--- src/rtl/alu_pkg.sv ---
// Shared definitions for the alu_seq datapath: op codes, handshake states and op classification.
// Used by alu_seq and alu_muldiv_iter.
package alu_pkg;

    localparam logic [3:0] OP_AND   = 4'b0000;
    localparam logic [3:0] OP_OR    = 4'b0001;
    localparam logic [3:0] OP_ADD   = 4'b0010;
    localparam logic [3:0] OP_LUI   = 4'b0011;
    localparam logic [3:0] OP_SLTS  = 4'b0100;
    localparam logic [3:0] OP_NOR   = 4'b0101;
    localparam logic [3:0] OP_SUB   = 4'b0110;
    localparam logic [3:0] OP_SLT   = 4'b0111;
    localparam logic [3:0] OP_MULTU = 4'b1000;
    localparam logic [3:0] OP_DIVU  = 4'b1001;
    localparam logic [3:0] OP_XOR   = 4'b1010;

    typedef enum logic [1:0] {
        IDLE = 2'd0,
        BUSY = 2'd1,
        DONE = 2'd2
    } state_e;

    function automatic logic is_multicycle(input logic [3:0] op);
        return (op == OP_MULTU) || (op == OP_DIVU);
    endfunction

endpackage

--- src/rtl/alu_muldiv_iter.sv ---
// Iterative unsigned multiply (shift-add) and divide (restoring), one step per clock.
// hi/lo share one double-width shift register; done is raised once all WIDTH steps are complete.
module alu_muldiv_iter
    import alu_pkg::*;
#(
    parameter int unsigned WIDTH = 32
) (
    input  logic             clk,
    input  logic             rst_n,
    input  logic             start,
    input  logic [3:0]       op,
    input  logic [WIDTH-1:0] a,
    input  logic [WIDTH-1:0] b,
    output logic             busy,
    output logic             done,
    output logic [WIDTH-1:0] hi,
    output logic [WIDTH-1:0] lo,
    output logic             div_by_zero
);

    localparam int unsigned CNT_W = $clog2(WIDTH) + 1;

    logic [2*WIDTH-1:0] p_q, p_d;
    logic [WIDTH-1:0]   b_q;
    logic               div_q;
    logic               dbz_q;
    logic               busy_q;
    logic [CNT_W-1:0]   cnt_q;
    logic               last;

    logic [WIDTH-1:0]   addend;
    logic [WIDTH:0]     add_sum;
    logic [WIDTH:0]     shifted;
    logic [WIDTH:0]     trial;

    assign last = busy_q && (cnt_q == CNT_W'(WIDTH));

    // A zero divisor needs no special case: every trial succeeds, so the
    // quotient fills with ones and the dividend shifts whole into the remainder.
    always_comb begin
        addend  = p_q[0] ? b_q : '0;
        add_sum = {1'b0, p_q[2*WIDTH-1:WIDTH]} + {1'b0, addend};
        shifted = p_q[2*WIDTH-1:WIDTH-1];
        trial   = shifted - {1'b0, b_q};
        p_d     = p_q;
        if (div_q) begin
            if (shifted >= {1'b0, b_q}) begin
                p_d = {trial[WIDTH-1:0], p_q[WIDTH-2:0], 1'b1};
            end else begin
                p_d = {shifted[WIDTH-1:0], p_q[WIDTH-2:0], 1'b0};
            end
        end else begin
            p_d = {add_sum, p_q[WIDTH-1:1]};
        end
    end

    always_ff @(posedge clk) begin
        if (!rst_n) begin
            p_q    <= '0;
            b_q    <= '0;
            div_q  <= 1'b0;
            dbz_q  <= 1'b0;
            busy_q <= 1'b0;
            cnt_q  <= '0;
        end else if (start) begin
            p_q    <= {{WIDTH{1'b0}}, a};
            b_q    <= b;
            div_q  <= (op == OP_DIVU);
            dbz_q  <= (op == OP_DIVU) && (b == '0);
            busy_q <= 1'b1;
            cnt_q  <= '0;
        end else if (busy_q) begin
            if (last) begin
                busy_q <= 1'b0;
            end else begin
                p_q   <= p_d;
                cnt_q <= cnt_q + 1'b1;
            end
        end
    end

    assign busy        = busy_q;
    assign done        = last;
    assign hi          = p_q[2*WIDTH-1:WIDTH];
    assign lo          = p_q[WIDTH-1:0];
    assign div_by_zero = dbz_q;

endmodule

--- src/rtl/alu_seq.sv ---
// Multi-cycle ALU with valid/ready handshakes: registered single-cycle ops plus iterative MULTU/DIVU.
// Optional signed-overflow output ovf is built when ALU_SEQ_OVF_EN is defined.
module alu_seq
    import alu_pkg::*;
#(
    parameter int unsigned WIDTH = 32
) (
    input  logic             clk,
    input  logic             rst_n,
    input  logic             in_valid,
    output logic             in_ready,
    input  logic [3:0]       op,
    input  logic [WIDTH-1:0] a,
    input  logic [WIDTH-1:0] b,
    output logic             out_valid,
    input  logic             out_ready,
    output logic [WIDTH-1:0] result,
    output logic [WIDTH-1:0] result_hi,
    output logic             zero,
`ifdef ALU_SEQ_OVF_EN
    output logic             ovf,
`endif
    output logic             div_by_zero
);

    localparam int unsigned HALF = WIDTH / 2;

    state_e           state_q, state_d;
    logic [WIDTH-1:0] result_q;
    logic [WIDTH-1:0] result_hi_q;
    logic             zero_q;
    logic             dbz_q;

    logic             accept;
    logic             accept_mc;
    logic [WIDTH-1:0] sum;
    logic [WIDTH-1:0] diff;
    logic [WIDTH-1:0] alu_res;
    logic             alu_ovf;

    logic             md_busy;
    logic             md_done;
    logic [WIDTH-1:0] md_hi;
    logic [WIDTH-1:0] md_lo;
    logic             md_dbz;

    assign accept    = in_valid && in_ready;
    assign accept_mc = accept && is_multicycle(op);

    alu_muldiv_iter #(
        .WIDTH(WIDTH)
    ) u_muldiv (
        .clk        (clk),
        .rst_n      (rst_n),
        .start      (accept_mc),
        .op         (op),
        .a          (a),
        .b          (b),
        .busy       (md_busy),
        .done       (md_done),
        .hi         (md_hi),
        .lo         (md_lo),
        .div_by_zero(md_dbz)
    );

    always_comb begin
        sum     = a + b;
        diff    = a - b;
        alu_res = '0;
        alu_ovf = 1'b0;
        unique case (op)
            OP_AND:  alu_res = a & b;
            OP_OR:   alu_res = a | b;
            OP_ADD: begin
                alu_res = sum;
                alu_ovf = (a[WIDTH-1] == b[WIDTH-1]) && (sum[WIDTH-1] != a[WIDTH-1]);
            end
            OP_SUB: begin
                alu_res = diff;
                alu_ovf = (a[WIDTH-1] != b[WIDTH-1]) && (diff[WIDTH-1] != a[WIDTH-1]);
            end
            OP_LUI:  alu_res = {b[HALF-1:0], {HALF{1'b0}}};
            OP_SLT:  alu_res = {{(WIDTH-1){1'b0}}, (a < b)};
            OP_SLTS: alu_res = {{(WIDTH-1){1'b0}}, ($signed(a) < $signed(b))};
            OP_NOR:  alu_res = ~(a | b);
            OP_XOR:  alu_res = a ^ b;
            default: alu_res = '0;
        endcase
    end

    always_ff @(posedge clk) begin
        if (!rst_n) begin
            state_q <= IDLE;
        end else begin
            state_q <= state_d;
        end
    end

    // A transfer out of DONE may coincide with a new acceptance, so DONE can
    // step straight to BUSY or back into DONE without visiting IDLE.
    always_comb begin
        state_d = state_q;
        unique case (state_q)
            IDLE: begin
                if (accept) state_d = accept_mc ? BUSY : DONE;
            end
            BUSY: begin
                if (md_done)       state_d = DONE;
                else if (!md_busy) state_d = IDLE;
            end
            DONE: begin
                if (out_ready) begin
                    if (accept) state_d = accept_mc ? BUSY : DONE;
                    else        state_d = IDLE;
                end
            end
            default: state_d = IDLE;
        endcase
    end

    always_comb begin
        in_ready  = (state_q == IDLE) || ((state_q == DONE) && out_ready);
        out_valid = (state_q == DONE);
    end

    always_ff @(posedge clk) begin
        if (!rst_n) begin
            result_q    <= '0;
            result_hi_q <= '0;
            zero_q      <= 1'b0;
            dbz_q       <= 1'b0;
        end else if (accept && !accept_mc) begin
            result_q    <= alu_res;
            result_hi_q <= '0;
            zero_q      <= (alu_res == '0);
            dbz_q       <= 1'b0;
        end else if ((state_q == BUSY) && md_done) begin
            result_q    <= md_lo;
            result_hi_q <= md_hi;
            zero_q      <= (md_lo == '0);
            dbz_q       <= md_dbz;
        end
    end

`ifdef ALU_SEQ_OVF_EN
    logic ovf_q;

    always_ff @(posedge clk) begin
        if (!rst_n) begin
            ovf_q <= 1'b0;
        end else if (accept && !accept_mc) begin
            ovf_q <= alu_ovf;
        end else if ((state_q == BUSY) && md_done) begin
            ovf_q <= 1'b0;
        end
    end

    assign ovf = ovf_q;
`else
    logic unused_ovf;
    assign unused_ovf = alu_ovf;
`endif

    assign result      = result_q;
    assign result_hi   = result_hi_q;
    assign zero        = zero_q;
    assign div_by_zero = dbz_q;

endmodule

--- config.mk ---
export PLATFORM = sky130hd
export DESIGN_NAME = alu_seq
export DESIGN_NICKNAME = d
export VERILOG_FILES = /design/src/rtl/alu_pkg.sv /design/src/rtl/alu_muldiv_iter.sv /design/src/rtl/alu_seq.sv
export SDC_FILE = /design/constraint.sdc
export NUM_CORES = 1
export LEC_CHECK = 0
export CAP_MARGIN = 20
export CORE_UTILIZATION = 25
export CTS_BUF_LIST = sky130_fd_sc_hd__clkbuf_2
export DETAILED_ROUTE_END_ITERATION = 8
export DONT_BUFFER_PORTS = 1
export HOLD_SLACK_MARGIN = 0.06
export MAX_ROUTING_LAYER = met4
export PLACE_DENSITY = 0.41
export SYNTH_ARGS = -nofsm -noshare
export SYNTH_HDL_FRONTEND = slang
export SYNTH_SLANG_ARGS = --single-unit
--- constraint.sdc ---
create_clock -name clk -period 13.1 [get_ports clk]
set_input_delay 2.62 -clock clk [delete_from_list [all_inputs] [get_ports clk]]
set_output_delay 2.62 -clock clk [all_outputs]
set_load 0.005 [all_outputs]
# After elaboration in Yosys (flattened, before gate mapping)
# Cells that the tools add are included.
classes:
  add_sub_neg: 5
  order_cmp: 3
  eq_ne: 17
  mux: 21
  bitwise: 6
  reduce_logical: 22
ops:
  columns: ["cell", "n"]
  rows:
  - ["one-hot mux 32 bit (9 select lines)", 1]
  - ["two-way mux 32 bit", 6]
  - ["two-way mux 64 bit", 2]
  - ["logical NOT 32 bit", 3]
  - ["less-than comparator 32 bit", 2]
  - ["subtractor 32 bit", 2]
  - ["adder 32 x 32 -> 33 bit", 1]
  - [">= comparator 33 x 32 -> 1 bit", 1]
  - ["adder 32 bit", 1]
  - ["AND 32 bit", 1]
  - ["inverter 32 bit", 1]
  - ["OR 32 bit", 1]
  - ["bitwise XOR 32 bit", 1]
  - ["== test 4 x 3 -> 1 bit (second input constant)", 4]
  - ["== test 4 bit (second input constant)", 3]
  - ["two-way mux 2 bit", 6]
  - ["== test 4 x 2 -> 1 bit (second input constant)", 2]
  - ["logical AND 1 bit", 7]
  - ["adder 6 x 1 -> 6 bit (second input constant)", 1]
  - ["== test 6 bit (second input constant)", 1]
  - ["one-hot mux 2 bit (3 select lines)", 1]
  - ["two-way mux 1 bit", 5]
  - ["== test 4 x 1 -> 1 bit (second input constant)", 1]
  - ["logical NOT 4 bit", 1]
  - ["other kinds (13)", 19]
word_totals:
  reg_bits: 173
  in_bits: 72
  output_inout_bits: 68
  word_cells: 86

# Logic depth before layout (Yosys ltp)
logic_depth:
  ltp_word: 9
  mapped_depth: 17
  depth_no_buf: 16

# Cells and area by module
# From an unflattened synthesis, not the netlist that was laid out.
unflattened:
  hier_cells: 2489
  hier_area_um2: 18216.2
modules_own_cells:
  columns: ["mod", "n_inst", "cells_per_inst", "area_per_inst_um2", "seq_area_each_um2"]
  rows:
  - ["alu_seq", 1, 1320, 9198.8, 1361.3]
  - ["alu_muldiv_iter", 1, 1169, 9017.4, 2102.0]

# Worst setup path after synthesis
# Ideal clock, no wire load.
synth_timing:
  kind: "in2reg"
  startpoint: "input a[0]"
  endpoint: "register zero_q (netlist: zero)"
  setup_time_ns: 0.059
  arrival_time_ns: 6.222
  t_required_ns: 13.041
  path_slack_ns: 6.819
  stages: 15
  path_buffers: 0
  cell_sequence: "inv_1 > ha_1 > fa_1 > or2_4 > a221oi_4 > o211ai_2 > a211o_1 > nand2_2 > a211oi_1 > or4_1 > a2bb2oi_1 > or4_1 > or4_1 > nor4_2 > a31o_1"
synth_via:
  elab_chain_cells: 5
  elab_cells_between_ends: 11
  classes_between: "2 x add/sub; 2 x order compare; 2 x mux; 4 x bitwise; 1 x reduce/logical"
synth_rtl:
  columns: ["element", "line_no", "source"]
  rows:
  - ["start: declaration", "alu_seq.sv:13", "input logic [WIDTH-1:0] a,"]
  - ["parallel branches: the longest is 2 deep, another holds subtractor 32 bit", null, null]
  - ["one-hot mux 32 bit (9 select lines) *", "alu_seq.sv:71", "unique case (op)"]
  - ["logical NOT 32 bit *", "alu_seq.sv:135", "zero_q <= (alu_res == '0);"]
  - ["two-way mux 1 bit *", "alu_seq.sv:132", "end else if (accept && !accept_mc) begin"]
  - ["end signal: assignment", "alu_seq.sv:135", null]
  - ["end signal: assignment", "alu_seq.sv:140", "zero_q <= (md_lo == '0);"]
  - ["end: declaration", "alu_seq.sv:31", "logic zero_q;"]
# Every way passes the cells marked *.
# A chain may end at the register's enable or synchronous reset.

# Final worst setup path
# Same ends and word-level chain as after synthesis.

==> impl_metrics.env <==
export IMPL_ys_flop_type="dfxtp_1"
export IMPL_place_area_um2=17700
export IMPL_arrival_ns=6.99
export IMPL_cts_buffers_inserted=17
export IMPL_slowest_delay_ns=0.58
export IMPL_grt_max_degree=106
export IMPL_wl_mm=74.3
export IMPL_drtIter0Drc=1310
export IMPL_status="finished, final reports clean"
export IMPL_cts_sink_count=173
export IMPL_required_ns=14.10
export IMPL_hold_path_class="reg2reg"
export IMPL_vias_per_cell=5.44
export IMPL_ys_seq_elements=173
export IMPL_htree_levels=4
export IMPL_fin_nets=2464
export IMPL_dieArea_um2=68800
export IMPL_drc=0
export IMPL_fillers=7420
export IMPL_clkLatencyLatePin_ns=1.02
export IMPL_placedCellCount=3068
export IMPL_syn_to_final_growth_pct=6.18
export IMPL_finalCritPeriodShare_pct=45.7
export IMPL_switchingPower_mw=0.599
export IMPL_boundaryPins=140
export IMPL_fin_skew_ns=0.0662
export IMPL_firstDrtPassIters=6
export IMPL_critPathMaxFanout=3
export IMPL_synth_top_cell_by_area="dfxtp_1"
export IMPL_clk_pin_slew_worst_paths_ns=0.33
export IMPL_clkPwrFrac_pct=22.9
export IMPL_rsz0062_at_grt="no"
export IMPL_swShare_pct=42.1
export IMPL_vias=16900
export IMPL_syn_nets=2562
export IMPL_synth_most_common_cell="nand2_1"
export IMPL_synth_async_reset_ratio_pct=0
export IMPL_worstSetupStartpointType="primary input"
export IMPL_row_count=95
export IMPL_cts_root_buf="clkbuf_2"
export IMPL_clk_path_buf_depth=2
export IMPL_yosysWarnings=0
export IMPL_cp_cell_sequence="ha_1 -> inv_1 -> fa_1 -> nand3b_1 -> a211o_1 -> a31o_2 -> and3_1 -> a211o_1 -> nor4_1 -> nand4_1 -> nor4_1 -> nand4b_1 -> or4_1 -> nor4_2 -> a31o_1"
export IMPL_grt_ovfl_total=0
export IMPL_period_needed_ns=5.99
export IMPL_vdd_ir_drop_max_mv=0.0509
export IMPL_die_height_um=262
export IMPL_drv_slew=0
export IMPL_combPwrFrac_pct=36.6
export IMPL_wl_per_cell_um=24.0
export IMPL_antenna_left=0
export IMPL_place_congestion=0.987
export IMPL_final_cell_area_um2=18000
export IMPL_yosys_top_cells_area="dfxtp_1 20%, ha_1 13%, nand2_1 7.4%, a21oi_1 5.5%, a21boi_0 4.0%"
export IMPL_max_freq_mhz=167
export IMPL_io_buffers=0
export IMPL_layout_cells_non_filler=3104
export IMPL_drive_gt1_share_pct=4.76
export IMPL_fp_dieW_um=262
export IMPL_setup_viol=0
export IMPL_synth_area_um2=17000
export IMPL_cts_tree="built"
export IMPL_start_util_pct=25.2
export IMPL_synth_edf_count=0
export IMPL_maxSlewHeadroom_pct=23.1
export IMPL_ctsResizeCount=0
export IMPL_cp_end_kind="register"
export IMPL_synth_seq_area_share_pct=20.4
export IMPL_antenna_found_initial=4
export IMPL_yosys_area_top_type_share_pct=20.4
export IMPL_synth_commonest_cells="336 x nand2_1, 185 x a21oi_1, 174 x ha_1"
export IMPL_grt_pass1_vias=16300
export IMPL_track_usage_pct=22.0
export IMPL_p_seq_share_pct=40.4
export IMPL_maxCapViolCount=0
export IMPL_worst_setup_path_type="in2reg"
export IMPL_p_leak_nw=7.04
export IMPL_powerDensity_nw_per_um2=79.0
export IMPL_internal_power_mw=0.824
export IMPL_cts_hold_buf=0
export IMPL_hpwlAfterDp_mm=56.8
export IMPL_cts_setup_buffers=0
export IMPL_synthCells=2312
export IMPL_crit_path_top_delay_cell="nor4_1"
export IMPL_postSynthAreaPerCell_um2=7.33
export IMPL_synthDistinctLibCells=85
export IMPL_setup_tns_ns=0
export IMPL_worst_slew_pin_slew_ns=1.15
export IMPL_fin_total_pwr_mw=1.42
export IMPL_hold_viol=0
export IMPL_grt_pass1_wl_mm=110
export IMPL_design_core_area_um2=67200
stage by stage:
stage / utilization, % / hold WS [ns] / setup slack (ns)
floorplan: - / 0.432 / 6.82
global placement: 26.4 / 0.463 / 6.10
detailed placement: 26.4 / 0.464 / 6.13
CTS: 26.8 / 0.485 / 7.35
global route: 26.8 / 0.465 / 7.09
finish: 26.8 / 0.485 / 7.11
registers in the layout (all words and copies together), names as in the netlist:
register and cells:
u_muldiv.busy 1, u_muldiv.p_q 64, result_hi 32, u_muldiv.b_q 32, u_muldiv.div_q 1, u_muldiv.div_by_zero 1
state_q 2, div_by_zero 1, zero 1, result 32, u_muldiv.cnt_q 6
cell usage in the layout (no fill, tap or decap), drive strengths merged, types with 45 or more instances in the layout:
| cell type | instances |
|---|---|
| a21boi | 90 |
| a21o | 58 |
| a21oi | 185 |
| and2 | 49 |
| dfxtp | 173 |
| ha | 174 |
| inv | 152 |
| nand2 | 337 |
| nand3 | 45 |
| nor2 | 139 |
| o211ai | 64 |
| o21ai | 126 |
| xnor2 | 45 |
cell families (layout without fill, tap and decap cells):
logic type,count (synthesis),count (layout),synth area share [%]
xor+xnor,74,74,3.82
buf+inv,284,199,6.64
flops,173,173,20.4
other cells,0,4,0
compound gates,798,798,32.1
simple gates,760,760,21.0
fa+ha+maj,178,178,13.3
mux,45,45,2.69
cell type report:
type	count	area (µm²)	area share, %
clock buffers	17	85.1	0.473
clock inverters	15	174	0.966
flip-flops and latches	173	3470	19.3
multi-input cells	1855	12500	69.2
well taps	873	1090	6.07
repair buffers	22	165	0.918
diodes	4	10.0	0.0556
inverters	145	544	3.02
worst paths after layout:
kind	from	end	slack [ns]	cells past startpoint
max	a[0]	zero	7.11	15
min	u_muldiv.div_by_zero	div_by_zero	0.49	2
max reg2reg	u_muldiv.p_q[0]	u_muldiv.p_q[62]	7.91	16
min reg2reg	u_muldiv.div_by_zero	div_by_zero	0.49	2
per-layer routing:
layer | GRT usage, % | share of wire, % | wire, µm
met1 | 26.9 | 44 | 32700
met2 | 34.8 | 46 | 34100
met3 | 4.92 | 6.5 | 4840
met4 | 8.98 | 3.6 | 2640
met5 | - | 0 | 0
critical path, delay by kind of cell:
family          cells  cell delay, ns
compound gates      4            1.13
fa+ha+maj           2            0.57
buf+inv             1            0.08
simple gates        8            2.57
power groups by stage:
stage	Combinational [mW]	Clock [mW]	Sequential (mW)
2_1_floorplan	0.385	0	0.568
3_3_place_gp	0.521	0	0.585
3_5_place_dp	0.518	0	0.584
4_1_cts	0.521	0.351	0.576
5_1_grt	0.570	0.367	0.579
6_report	0.521	0.326	0.575
No activity file was read; power rests on OpenSTA's default activity.
